**src/rtl/fixed_point_acc.sv**
```systemverilog
// -----------------------------------------------------------------------------
// fixed_point_acc
//
// Signed fixed-point accumulator placed behind the fixed-point multiplier.
// It sums NUM_TERMS consecutive products plus a bias, which is sampled with the
// first term. It then emits one saturated WIDTH-bit result per sequence.
// Input, bias and output words share one signed Qm.f format, so no rescaling
// is needed.
//
// Handshake: VALUE_IN is consumed on every rising edge where VALID_IN=1. There
// is no ready/backpressure because the multiplier cannot stall. VALID_OUT is a
// one-cycle pulse that qualifies VALUE_OUT and SAT_OUT. VALUE_OUT holds the
// last result between pulses.
//
// Ports:
//   CLK        clock, all logic on the rising edge
//   RST        synchronous active-high reset, overrides every other input
//   VALUE_IN   signed product term
//   VALID_IN   qualifier for VALUE_IN, one term per cycle
//   BIAS_IN    signed bias, used only with the first term of a sequence
//   CLEAR_IN   aborts the partial sum; wins over a coincident term
//   VALUE_OUT  signed saturated result
//   VALID_OUT  one-cycle result strobe
//   SAT_OUT    result was clipped (qualified by VALID_OUT)
//   BUSY_OUT   a partial sequence is in progress (registered)
// -----------------------------------------------------------------------------
module fixed_point_acc #(
    parameter int WIDTH     = 8,
    parameter int NUM_TERMS = 4,
    parameter int ACC_WIDTH = WIDTH + $clog2(NUM_TERMS + 1)
) (
    input  logic             CLK,
    input  logic             RST,
    input  logic [WIDTH-1:0] VALUE_IN,
    input  logic             VALID_IN,
    input  logic [WIDTH-1:0] BIAS_IN,
    input  logic             CLEAR_IN,
    output logic [WIDTH-1:0] VALUE_OUT,
    output logic             VALID_OUT,
    output logic             SAT_OUT,
    output logic             BUSY_OUT
);

    // A one-term sequence still needs a 1-bit counter; it simply stays at 0.
    localparam int CNT_W = (NUM_TERMS > 1) ? $clog2(NUM_TERMS) : 1;
    localparam logic [CNT_W-1:0] LAST_TERM = CNT_W'(NUM_TERMS - 1);

    localparam logic signed [ACC_WIDTH-1:0] SAT_MAX = ACC_WIDTH'((1 << (WIDTH - 1)) - 1);
    localparam logic signed [ACC_WIDTH-1:0] SAT_MIN = ~SAT_MAX;

    logic signed [ACC_WIDTH-1:0] acc;
    logic        [CNT_W-1:0]     count;

    logic signed [ACC_WIDTH-1:0] term_ext;
    logic signed [ACC_WIDTH-1:0] bias_ext;
    logic signed [ACC_WIDTH-1:0] sum_next;
    logic                        sat_hi;
    logic                        sat_lo;
    logic        [WIDTH-1:0]     sat_value;
    logic                        last_term;
    logic                        take_term;
    logic        [CNT_W-1:0]     count_next;
    logic signed [ACC_WIDTH-1:0] acc_next;

    assign term_ext = {{(ACC_WIDTH - WIDTH){VALUE_IN[WIDTH-1]}}, VALUE_IN};
    assign bias_ext = {{(ACC_WIDTH - WIDTH){BIAS_IN[WIDTH-1]}}, BIAS_IN};

    // The first term of a sequence restarts from the bias rather than from acc.
    // So acc never has to be cleared between back-to-back sequences.
    assign sum_next = (count == '0) ? (bias_ext + term_ext) : (acc + term_ext);

    // Only the final full-precision sum is clipped. Guard bits absorb any
    // intermediate excursion.
    assign sat_hi = (sum_next > SAT_MAX);
    assign sat_lo = (sum_next < SAT_MIN);

    always_comb begin
        sat_value = sum_next[WIDTH-1:0];
        if (sat_hi) begin
            sat_value = SAT_MAX[WIDTH-1:0];
        end else if (sat_lo) begin
            sat_value = SAT_MIN[WIDTH-1:0];
        end
    end

    assign take_term = VALID_IN && !CLEAR_IN;
    assign last_term = take_term && (count == LAST_TERM);

    always_comb begin
        count_next = count;
        acc_next   = acc;
        if (CLEAR_IN) begin
            count_next = '0;
            acc_next   = '0;
        end else if (VALID_IN) begin
            acc_next = sum_next;
            if (count == LAST_TERM) begin
                count_next = '0;
            end else begin
                count_next = count + CNT_W'(1);
            end
        end
    end

    always_ff @(posedge CLK) begin
        if (RST) begin
            acc       <= '0;
            count     <= '0;
            VALUE_OUT <= '0;
            VALID_OUT <= 1'b0;
            SAT_OUT   <= 1'b0;
            BUSY_OUT  <= 1'b0;
        end else begin
            acc       <= acc_next;
            count     <= count_next;
            BUSY_OUT  <= (count_next != '0);
            VALID_OUT <= last_term;
            SAT_OUT   <= last_term && (sat_hi || sat_lo);
            if (last_term) begin
                VALUE_OUT <= sat_value;
            end
        end
    end

endmodule
```
**config.mk**
```make
export PLATFORM = sky130hd
export DESIGN_NAME = fixed_point_acc
export DESIGN_NICKNAME = d
export VERILOG_FILES = /design/src/rtl/fixed_point_acc.sv
export SDC_FILE = /design/constraint.sdc
export NUM_CORES = 1
export LEC_CHECK = 0
export ABC_AREA = 1
export CAP_MARGIN = 20
export CORE_ASPECT_RATIO = 0.8
export CORE_MARGIN = 2
export CORE_UTILIZATION = 60
export CTS_BUF_LIST = sky130_fd_sc_hd__clkbuf_4
export DETAILED_ROUTE_END_ITERATION = 8
export PLACE_DENSITY = 0.88
export SLEW_MARGIN = 15
export SYNTH_ARGS = -nofsm -noshare
export SYNTH_HDL_FRONTEND = slang
export SYNTH_SLANG_ARGS = --single-unit
```
**constraint.sdc**
```tcl
create_clock -name CLK -period 3.9 [get_ports CLK]
set_clock_uncertainty 0.1 [all_clocks]
set_input_delay 0.78 -clock CLK [delete_from_list [all_inputs] [get_ports CLK]]
set_output_delay 0.78 -clock CLK [all_outputs]
set_load 0.005 [all_outputs]
```
==> results.yml, run 1 <==
routing:
  antenna_left: 0
  vias_per_cell: 5.46
  first_pass_iters: 6
  via_count: 2046
  wl_per_cell_um: 12.4
  drt-total-wl_um: 4660
  initialDrtViolationCount: 168
  drc: 0
global_routing:
  track_usage_pct: 26.3
  grt_max_degree: 26
  grt_pass1_wl_um: 7810
  antenna_found_initial: 0
  grt_pass1_vias: 1793
  grt-ovfl-total: 0
die:
  coreArea_um2: 3130
  dieArea_um2: 3820
  start_util_pct: 64.1
  pin_count: 31
  die-height_um: 55.7
  die_width_um: 68.6
  num_rows: 18
logic_synthesis:
  synth-simple-area-share_pct: 33.9
  synth_top_area_cell: "dfxtp_1"
  synth_xor_area_share_pct: 2.18
  yosysWarnings: 0
  synth_top_area_share_pct: 24.0
  async_reset_ff_share_pct: 0
  synth_area_leaders: "dfxtp_1 (24%), nand2_1 (15%), ha_1 (12%)"
  synth_seq_cells: 24
  synth.distinct_cells: 31
  synth_nets: 348
  synth-seq-area-share_pct: 24.0
  synth_edf_count: 0
  syn_area_um2: 2010
  yosys.area_share.adder_pct: 14.5
  synth_flop_cell: "dfxtp_1"
  syn_inst: 306
  synth_top_family_by_area: "simple AND/OR/NAND/NOR gates"
  avgSynthCellArea_um2: 6.55
  synth_mux_area_share_pct: 0
  synth_compound_area_share_pct: 15.7
timing:
  slew_headroom_pct: 71.5
  post-route-worst-setup-slack_ns: 0.994
  rsz0062_at_grt: "no"
  worst_pin_slew_ns: 0.427
  maxSlewViolCount: 0
  finalSetupTns_ns: 0
  finalSetupViolCount: 0
  period_share_pct: 74.5
  fmax_mhz: 344
  final_hold_viol_count: 0
  fin_crit_ns: 2.91
clock_tree:
  clk_pin_slew_ns: 0.12
  htree_levels: 1
  cts_setup_buffers: 0
  cts_buffers: 3
  cts_resized: 0
  clk_latency_ns: 0.30
  clock_sinks: 24
  cts_root_buf: "clkbuf_4"
  cts_tree: "done"
  cts_buffer_depth: 2
  postCtsHoldBufs: 0
critical_path:
  crit_arrival_ns: 3.06
  critPathMaxFanout: 8
  endpoint_kind: "flip-flop"
  criticalPathCategory: "input port to flip-flop"
  crit_required_ns: 4.05
  cp-start-kind: "input port"
final_layout:
  num_antenna_cells: 0
  drive_above_1_share_pct: 6.87
  nFillCells: 272
  fin_nets: 379
  design_area_um2: 2370
  stdcell_count: 375
  syn_to_final_growth_pct: 18.0
power:
  power_switching_uw: 222
  power_frac_comb_pct: 40.4
  internal-power_uw: 386
  swShare_pct: 36.5
  power_uw: 607
  p_seq_share_pct: 42.7
  p_clk_share_pct: 17.0
  ir_worst_vdd_v: 0.000207
  p_per_area_nw_per_um2: 257
  p_leak_uw: 0.00125
placement:
  postPlaceCellArea_um2: 2340
  dp_hpwl_um: 3840
  portBuffers: 30
  dp.cells: 372
  dp_slack_ns: 0.682
  routabilityCongestion: 0.993
job:
  maxCapViolCount: 0
worst_hold_path:
  hold_path.class: "flip-flop to flip-flop"
status:
  status: "finished, final reports clean"
==> through the flow <==
stage | util, % | hold slack [ns]
floorplan | - | 0.353
detailed placement | 74.9 | 0.374
global route | 75.6 | 0.441
CTS | 75.6 | 0.407
finish | 75.6 | 0.403
global placement | 74.9 | 0.373
==> cell type report <==
cell class / count / area (um^2) / share of cell area (%)
Multi-Input combinational cell: 231 / 1330 / 56.2
Inverter: 45 / 169 / 7.14
Sequential cell: 24 / 480 / 20.3
Clock buffer: 3 / 22.5 / 0.952
Tap cell: 40 / 50.0 / 2.12
Timing Repair Buffer: 32 / 315 / 13.3
==> state kept, by name, indices dropped and copies added, names as in the netlist <==
| register | cells |
|---|---|
| VALUE_OUT | 8 |
| count | 2 |
| acc | 11 |
| VALID_OUT | 1 |
| SAT_OUT | 1 |
| BUSY_OUT | 1 |
==> kinds of logic after synthesis <==
family,after synthesis
AO/OA/AOI/OAI,54
XOR/XNOR,5
adder cells (fa/ha/maj),22
buffers and inverters,51
flip-flops,24
AND/OR/NAND/NOR,150
==> critical path: stages <==
cell	delay, ns
clkdlybuf4s50_1	0.43
ha_1	0.27
fa_1	0.48
nand2_1	0.10
nand2_1	0.07
nand3_1	0.11
nand2_1	0.06
nand2_1	0.06
nand3_1	0.09
nand2_1	0.10
inv_2	0.05
nor2_4	0.09
nand2_4	0.08
a21oi_1	0.15
nor2_1	0.05
nor2_1	0.08
==> cell usage in the layout, fill, tap and decap left out, drive strengths merged <==
master         instances
nor2                  32
and2                   1
a31oi                  3
o211ai                10
nand3                 21
a21oi                 23
o21ai                 13
xnor2                  2
clkbuf                 3
buf                    2
inv                   45
nand2                 88
or2                    4
xor2                   3
fa                     2
clkdlybuf4s50         30
o21bai                 3
nor3b                  1
o22ai                  1
dfxtp                 24
a21boi                 1
nand4                  3
ha                    20
==> per-layer routing <==
metal	share of wire, %	vias to the layer above	GRT usage (%)
li1	-	1054	-
met1	46	908	38.0
met2	46	76	40.8
met3	7.3	8	5.06
met4	0.79	0	4.00
met5	0	-	0
==> Yosys cell counts (2+ instances only) <==
| library cell | instances |
|---|---|
| nand2_2 | 6 |
| o211ai_1 | 10 |
| inv_2 | 2 |
| xnor2_1 | 2 |
| nand2_1 | 78 |
| o21bai_1 | 3 |
| a31oi_1 | 3 |
| nand3_1 | 18 |
| clkbuf_1 | 4 |
| xor2_1 | 3 |
| fa_1 | 2 |
| nor2_1 | 31 |
| or2_0 | 2 |
| inv_1 | 43 |
| ha_1 | 20 |
| nand4_1 | 3 |
| nand2_4 | 4 |
| o21ai_0 | 13 |
| dfxtp_1 | 24 |
| a21oi_1 | 22 |
| nand3_2 | 3 |
==> power groups by stage <==
stage / registers [uW] / logic [uW] / clock network (uW)
6_report: 259 / 245 / 103
4_1_cts: 259 / 242 / 108
3_5_place_dp: 265 / 240 / 0
5_1_grt: 260 / 274 / 121
3_3_place_gp: 264 / 235 / 0
2_1_floorplan: 263 / 177 / 0
==> final timing paths <==
path / startpoint / to / slack, ns / cells past startpoint
setup reg to reg: acc[0] / VALUE_OUT[5] / 1.60 / 15
hold / removal: acc[2] / acc[2] / 0.40 / 2
setup / recovery: VALUE_IN[0] / VALUE_OUT[5] / 0.99 / 16
hold reg to reg: acc[2] / acc[2] / 0.40 / 2
Note: power is estimated with default switching activity, not from simulation.
==> inputs of run 2 (changes only) <==
--- a/config.mk
+++ b/config.mk
@@ -9,10 +9,10 @@
 export CAP_MARGIN = 20
 export CORE_ASPECT_RATIO = 0.8
 export CORE_MARGIN = 2
-export CORE_UTILIZATION = 60
+export CORE_UTILIZATION = 51
 export CTS_BUF_LIST = sky130_fd_sc_hd__clkbuf_4
 export DETAILED_ROUTE_END_ITERATION = 8
-export PLACE_DENSITY = 0.88
+export PLACE_DENSITY = 0.79
 export SLEW_MARGIN = 15
 export SYNTH_ARGS = -nofsm -noshare
 export SYNTH_HDL_FRONTEND = slang
==> constraint.sdc (replaced) <==
create_clock -name CLK -period 2.6 [get_ports CLK]
set_clock_uncertainty 0.1 [all_clocks]
set_input_delay 0.52 -clock CLK [delete_from_list [all_inputs] [get_ports CLK]]
set_output_delay 0.52 -clock CLK [all_outputs]
set_load 0.005 [all_outputs]
==> run 2 against run 1 <==
  * Combinational power is 82% higher
  * Via count is 4.4% higher
  * Utilization is 5.7 points lower
  * Sequential share of layout area is 2.1 points lower
  * Count of clock-buffer cells in the layout stayed put
  * Critical endpoint unchanged
  * Highest routed layer unchanged
==> results.yml, run 2 (synthesized netlist as in run 1, its figures left out) <==
status:
  status: "finished, final reports clean"
routing:
  initialDrtViolationCount: 153
  first_pass_iters: 6
  wl_per_cell_um: 12.1
  via_count: 2136
  vias_per_cell: 5.13
  drc: 0
  drt-total-wl_um: 5040
  antenna_left: 0
critical_path:
  worst-path-buf-inv: 2
  crit_top_cell: "nand2_1"
  r2r_cells: 12
  crit_required_ns: 2.72
  crit_cells: 14
  crit_start: "VALUE_IN[6]"
  worst_path_max_delay_cell: "clkdlybuf4s50_1"
  criticalPathCategory: "input port to flip-flop"
  crit_family: "simple AND/OR/NAND/NOR gates"
  endpoint_kind: "flip-flop"
  cp-start-kind: "input port"
  crit_chain: "clkdlybuf4s50_1 > ha_1 > nand2_1 > inv_1 > a21oi_2 > nand2_1 > nand2_1 > nand3_1 > nand2_2 > nand4_1 > nand2_2 > nand2_4 > nor2_1 > nor2_1"
  cpPeakStageDelay_ns: 0.48
  r2r_slack_ns: 0.47
  crit_arrival_ns: 2.59
  critPathMaxFanout: 7
  cp-endpoint: "VALUE_OUT[5]"
  r2r-start: "acc[5]"
  r2r-end: "VALUE_OUT[5]"
final_layout:
  final_cell_mix: "nand2_1 (78), inv_1 (43), nor2_1 (31)"
  reg_top3: "acc (11), VALUE_OUT (8), count (2)"
  top_register: "acc"
  syn_to_final_growth_pct: 31.7
  num_antenna_cells: 0
  design_area_um2: 2640
  drive_above_1_share_pct: 16.1
  largest_reg_flops: 11
  final_common_cell: "nand2_1"
  fin_nets: 404
global_routing:
  antenna_found_initial: 0
  grt-ovfl-total: 0
  grt_pass1_vias: 1879
  grt_max_degree: 25
  track_usage_pct: 23.7
  grt_pass1_wl_um: 8220
die:
  coreArea_um2: 3780
  pin_count: 31
  num_rows: 20
  start_util_pct: 53.1
  dieArea_um2: 4450
  die-height_um: 60.1
  die_width_um: 74.1
timing:
  finalSetupTns_ns: 0
  finalSetupViolCount: 0
  fmax_mhz: 404
  period_share_pct: 95.1
  whs_ns: 0.411
  fin_crit_ns: 2.47
  slew_headroom_pct: 76.2
  worst_pin_slew_ns: 0.354
  final_hold_viol_count: 0
  maxSlewViolCount: 0
clock_tree:
  clock_sinks: 24
  cts_buffers: 3
  cts_root_buf: "clkbuf_4"
  clk_latency_ns: 0.31
  cts_buffer_depth: 2
  cts_tree: "done"
  clk_pin_slew_ns: 0.13
  htree_levels: 1
power:
  power_uw: 1000
  p_leak_uw: 0.00138
  ir_worst_vdd_v: 0.000322
  p_per_area_nw_per_um2: 379
placement:
  postPlaceCellArea_um2: 2550
  routabilityCongestion: 0.861
  dp_hpwl_um: 4020
  portBuffers: 30
worst_hold_path:
  hold_path.class: "flip-flop to flip-flop"
job:
  maxCapViolCount: 0
run 2: changes by cell type in the layout (fill, tap and decap cells not counted):
cell             previous run  this run
ha_1                       20        16
fa_2                        0         2
fa_1                        2         0
ha_4                        0         3
a21oi_2                     1         5
ha_2                        0         1
buf_4                       2        27
dlymetal6s2s_1              0         2
a21oi_1                    22        18
clkinv_1                    0         1
clkdlybuf4s50_1            30        28
run 2: worst min-delay path, stage by stage (launching register included):
cell	delay [ns]
dfxtp_1	0.36
o211ai_1	0.08
inv_1	0.05
run 2: how the worst min path moves through the flow:
stage	depth (start not counted)	endpoint	slack, ns	from
after floorplan	2	acc[0]	0.35	acc[0]
after global placement	2	acc[2]	0.37	acc[2]
after detailed placement	2	acc[3]	0.38	acc[3]
after CTS	2	acc[3]	0.41	acc[3]
after global routing	2	acc[3]	0.43	acc[3]
final	2	acc[3]	0.41	acc[3]
run 2: final cells by class:
cell class	instances	area [um^2]
Timing Repair Buffer	57	508
Inverter	45	169
Fill cell	334	1140
Multi-Input combinational cell	231	1390
Sequential cell	24	480
Tap cell	55	68.8
Clock buffer	3	22.5
Clock inverter	1	3.75
run 2: layer usage:
metal  global-route usage, %  wire [um]  vias to the layer above
met5                       0          0                        -
met4                    2.60         47                        0
met3                    3.54        280                        6
met2                    37.9       2250                       72
met1                    34.8       2470                      953
li1                        -          -                     1105
run 2: what timing repair did:
| item | in CTS | in global routing |
|---|---|---|
| gates resized for setup | 0 | 12 |
| setup buffers | 0 | 0 |
| endpoints found under the setup margin | 0 | 7 |
| hold buffers | 0 | 0 |
run 2: metrics by stage:
step                setup WS (ns)  std cells  utilization [%]
floorplan                   0.376        306                -
global placement           -0.145        412             67.5
detailed placement         -0.219        412             67.5
CTS                        0.0964        416             68.2
global route              -0.0129        416             69.9
finish                      0.126        416             69.9
run 2: power by group:
group | switching [uW] | total [uW] | internal [uW] | leakage (uW)
Combinational | 244 | 445 | 200 | 0.00117
Sequential | 9.25 | 389 | 380 | 0.000195
Clock | 111 | 167 | 56.1 | 0.0000154
==> patch 1 (config.mk and constraints of run 2) <==
`NUM_TERMS`: 4 -> 8.
--- a/src/rtl/fixed_point_acc.sv
+++ b/src/rtl/fixed_point_acc.sv
@@ -26,7 +26,7 @@
 // -----------------------------------------------------------------------------
 module fixed_point_acc #(
     parameter int WIDTH     = 8,
-    parameter int NUM_TERMS = 4,
+    parameter int NUM_TERMS = 8,
     parameter int ACC_WIDTH = WIDTH + $clog2(NUM_TERMS + 1)
 ) (
     input  logic             CLK,
Formal check against the unedited RTL: not equivalent (a bounded check fails within 10 cycles, from zero or initial values and one cycle with RST high).
==> patch 1 against run 2 <==
  * Sequential cell count rose by 2
  * Power rose by 8.4%
  * Final cell count rose by 7.9%
  * Setup slack got worse by 0.055 ns
  * Area after synthesis rose by 7.7%
  * Final area rose by 13%
  * First-iteration DRC count rose by 3.3%
  * Largest power group unchanged
  * Critical path type unchanged
  * Wire length rose by 12%
  * Critical path depth rose by 2
  * Fmax fell by 2.2%
==> patch 1: results (changes against run 2) <==
Status - finished, final reports clean
DR vias - 2278 (+6.6%)
Reg2reg path depth - 17 (+5)
H-Tree Level Count - 1 (unchanged)
Layout cells sized above 1 - 23.2% (+7.1 points)
Synth area leaders - dfxtp_1, nand2_1, ha_1
Setup bufs post-CTS - 0 (unchanged)
Slowest cell on the critical path - clkdlybuf4s50_1
Root Buffer - clkbuf_4
First-pass GRT wire length - 9250 microns (+12%)
Worst R2R Start - acc[0]$_SDFFE_PP0P_
Placed instance area - 2810 sq um (+10%)
Ys Warns - 0 (unchanged)
Port-buffer cells - 30 (unchanged)
Top Registers - acc (12), VALUE_OUT (8), count (3)
CTS buffer count - 3 (unchanged)
Clk Latency, worst-skew pair - 0.32 ns
Delay of the slowest critical-path stage - 0.45 ns (-0.03 ns)
Max FO, Critical Path - 5 (-2)
Distinct cells, synth - 32 (+3.2%)
Prevailing post-synth register cell - dfxtp_1
Multiplexer share of the synthesized area - 0% (unchanged)
Hold Path End - VALUE_OUT[2]$_SDFFE_PP0P_
Syn nets - 367 (+5.5%)
Hold WC Path Type - flip-flop to flip-flop
Overall Global Routing Usage - 23.5% (-0.23 points)
Synth Area in XOR/XNOR - 2.84% (+0.65 points)
Hold path start - VALUE_OUT[2]$_SDFFE_PP0P_
Top delay family on crit path - simple AND/OR/NAND/NOR gates
Hold depth - 2 (unchanged)
Drt pass-1 iters - 4 (-2)
Largest net degree at the start of global routing - 21 (-16%)
Synth Area in Compound Gates - 15.1% (-0.60 points)
Worst-path clk slew - 0.14 ns
Initial antenna violation count - 0 (unchanged)
Share of the yosys chip area belonging to registers - 24.1% (+0.13 points)
Routability cong. - 0.875 (+1.7%)
Critical path endpoint category - flip-flop
Fillers - 342 (+2.4%)
Bufs on Longest Clock Path - 2 (unchanged)
Maximum VDD drop - 273 uV (-15%)
Hpwl dp - 4470 microns (+11%)
CP startpoint - VALUE_IN[3]
Async S/R FF share, synth - 0% (unchanged)
Crit path DAT - 2.64 ns (+0.05 ns)
R2R Path End - VALUE_OUT[4]$_SDFFE_PP0P_
LEAKAGE - 1.51 nW (+9.0%)
Tightest slew margin relative to the limit - 78.6% (+2.4 points)
Vias in the first global route - 2091 (+11%)
Layout Nets - 437 (+8.2%)
N_diodes - 0 (unchanged)
Reg-to-reg slack, setup - 0.25 ns (-0.22 ns)
Post-Synth Adder-Cell Area - 14.6% (+0.12 points)
Most instantiated cells after synthesis - nand2_1, inv_1, dfxtp_1, nor2_1, a21oi_1
Post_cts resized - 3 (+3)
Total length of routed wires - 5630 microns (+12%)
DRT iter0 DRCs - 158 (+3.3%)
==> patch 1: cell count changes after synthesis, sizes merged, moves of 4 or more <==
cell,change
a21oi,+5
inv,+7
nor3,+4
or2,-4
==> patch 1: layer usage <==
metal | wire [microns] | share of wire [%] | up-vias | global-route usage, %
met5 | 0 | 0 | - | 0
met4 | 56 | 0.99 | 0 | 3.18
met3 | 266 | 4.7 | 4 | 4.22
met2 | 2640 | 47 | 47 | 39.7
met1 | 2670 | 47 | 1036 | 32.1
li1 | - | - | 1191 | -
==> patch 1: metrics by stage <==
step	std cells	setup WS, ns	total power, mW	hold WS [ns]	util, %
global placement	445	-0.313	0.869	0.358	68.1
detailed placement	445	-0.360	0.880	0.367	68.1
global route	449	-0.0173	1.16	0.406	72.2
CTS	449	0.00373	1.05	0.386	69.1
finish	449	0.0710	1.09	0.386	72.2
floorplan	323	0.288	0.698	0.353	-
==> patch 1: power breakdown <==
group / switching, mW / internal (mW)
clock: 0.116 / 0.0563
sequential: 0.00925 / 0.411
combinational: 0.271 / 0.222
==> patch 1: area by class of cell <==
class | count | area share [%]
Sequential cell | 26 | 17.5
Clock inverter | 1 | 0.126
Tap cell | 57 | 2.39
Multi-Input combinational cell | 239 | 52.1
Timing Repair Buffer | 69 | 20.2
Clock buffer | 3 | 0.756
Inverter | 54 | 6.97
==> patch 1: worst register-to-register path: stages, from the launching register on <==
cell     delay, ns
dfxtp_1       0.37
ha_2          0.19
inv_1         0.06
fa_2          0.41
nor2_2        0.15
nor2_4        0.06
inv_2         0.05
nand2_2       0.04
nand2_1       0.05
nand2_1       0.06
nand3_2       0.08
nand2_4       0.07
nor2_2        0.13
nand3_2       0.13
nand2_4       0.11
nand2_1       0.07
nand2_2       0.08
a21oi_2       0.04
==> patch 2 (config.mk and constraints of run 2) <==
Without the edit above. Add an input register stage for `VALUE_IN`, `VALID_IN`, `BIAS_IN` and `CLEAR_IN`, without a reset; this delays them by one clock. Comments in the files are not updated.
--- a/src/rtl/fixed_point_acc.sv
+++ b/src/rtl/fixed_point_acc.sv
@@ -48,6 +48,18 @@
     localparam logic signed [ACC_WIDTH-1:0] SAT_MAX = ACC_WIDTH'((1 << (WIDTH - 1)) - 1);
     localparam logic signed [ACC_WIDTH-1:0] SAT_MIN = ~SAT_MAX;
 
+    logic [WIDTH-1:0] VALUE_IN_q;
+    logic VALID_IN_q;
+    logic [WIDTH-1:0] BIAS_IN_q;
+    logic CLEAR_IN_q;
+
+    always_ff @(posedge CLK) begin
+        VALUE_IN_q <= VALUE_IN;
+        VALID_IN_q <= VALID_IN;
+        BIAS_IN_q  <= BIAS_IN;
+        CLEAR_IN_q <= CLEAR_IN;
+    end
+
     logic signed [ACC_WIDTH-1:0] acc;
     logic        [CNT_W-1:0]     count;
 
@@ -62,8 +74,8 @@
     logic        [CNT_W-1:0]     count_next;
     logic signed [ACC_WIDTH-1:0] acc_next;
 
-    assign term_ext = {{(ACC_WIDTH - WIDTH){VALUE_IN[WIDTH-1]}}, VALUE_IN};
-    assign bias_ext = {{(ACC_WIDTH - WIDTH){BIAS_IN[WIDTH-1]}}, BIAS_IN};
+    assign term_ext = {{(ACC_WIDTH - WIDTH){VALUE_IN_q[WIDTH-1]}}, VALUE_IN_q};
+    assign bias_ext = {{(ACC_WIDTH - WIDTH){BIAS_IN_q[WIDTH-1]}}, BIAS_IN_q};
 
     // The first term of a sequence restarts from the bias rather than from acc.
     // So acc never has to be cleared between back-to-back sequences.
@@ -83,16 +95,16 @@
         end
     end
 
-    assign take_term = VALID_IN && !CLEAR_IN;
+    assign take_term = VALID_IN_q && !CLEAR_IN_q;
     assign last_term = take_term && (count == LAST_TERM);
 
     always_comb begin
         count_next = count;
         acc_next   = acc;
-        if (CLEAR_IN) begin
+        if (CLEAR_IN_q) begin
             count_next = '0;
             acc_next   = '0;
-        end else if (VALID_IN) begin
+        end else if (VALID_IN_q) begin
             acc_next = sum_next;
             if (count == LAST_TERM) begin
                 count_next = '0;
Function: changed (a bounded check fails within 4 cycles, from zero or initial values and one cycle with RST high).
==> patch 2 against run 2 <==
  * Power up 45%
  * Wire length up 1.3%
  * Setup slack better by 0.14 ns
  * Final cell count up 2.2%
  * Area after synthesis up 17%
  * Final area up 6.1%
  * Sequential cell count up 18
  * Largest power group is now registers
==> patch 2: results (changes against run 2) <==
R2R Path End - VALUE_OUT[1]$_SDFFE_PP0P_
Layout Nets - 407 (+0.74%)
Syn nets - 371 (+6.6%)
Post-Synth Adder-Cell Area - 12.4% (-2.1 points)
Reg-to-reg slack, setup - 0.26 ns (-0.21 ns)
Drt pass-1 iters - 5 (-1)
Register area - 841 sq um (+75%)
Crit Path Class - flip-flop to flip-flop
Status - finished, final reports clean
WL/cell - 12.0 microns (-0.80%)
CP Depth - 15 (+1)
Synth Area in XOR/XNOR - 1.86% (-0.32 points)
Logic power comb - 0.353 mW (-21%)
Worst R2R Start - VALUE_IN_q[0]$_DFF_P_
Yosys reg bits - 42 (+75%)
Slowest cell on the critical path - fa_1
Multi-In Gates - 233 (+0.87%)
Distinct cells, synth - 30 (-3.2%)
Worst-margin pin slew - 0.364 ns (+0.0101 ns)
WHS - 0.404 ns (-0.00773 ns)
Share of the yosys chip area belonging to registers - 35.8% (+12 points)
Largest net degree at the start of global routing - 14 (-44%)
Max FO, Critical Path - 8 (+1)
DR vias - 2188 (+2.4%)
Net Switching - 0.443 mW (+22%)
Vias in the first global route - 2006 (+6.8%)
Layout cells sized above 1 - 7.40% (-8.7 points)
CP startpoint - VALUE_IN_q[0]$_DFF_P_
DRT iter0 DRCs - 206 (+35%)
Tap cells - 60 (+9.1%)
Area of the multi-input gates - 1300 sq um (-6.1%)
Hpwl dp - 3980 microns (-0.95%)
Top Consumer - registers
Pre-CTS setup slack - 0.318 ns (+0.537 ns)
Crit path DAT - 2.53 ns (-0.06 ns)
H-Tree Level Count - 2 (+1)
Clock buf count - 5 (+2)
Overall Global Routing Usage - 21.7% (-2.1 points)
[patch 2: cell types whose count changed in the layout (fill, tap and decap cells not counted), moves of 3 or more]
| cell | change |
|---|---|
| a21oi_1 | +7 |
| ha_1 | +4 |
| nand2_1 | +7 |
| o211ai_1 | -6 |
| buf_4 | -24 |
| a21oi_2 | -3 |
| ha_4 | -3 |
| dfxtp_1 | +18 |
| o21ai_0 | +9 |
| inv_1 | +5 |
| nand3_1 | -4 |
| nand2_4 | -3 |
[patch 2: tightest hold or removal path: stages, from the launching register on]
cell      delay (ns)
dfxtp_1         0.35
o211ai_1        0.08
inv_1           0.05
[patch 2: through the flow]
step,util (%),std cells
floorplan,-,329
global placement,60.5,418
detailed placement,60.5,418
CTS,62.1,425
global route,62.1,425
finish,62.1,425
[patch 2: layer usage]
layer,share of wire (%),track usage (%)
met5,0,0
met4,1.2,3.81
met3,7.8,4.60
met1,47,31.2
met2,44,33.9
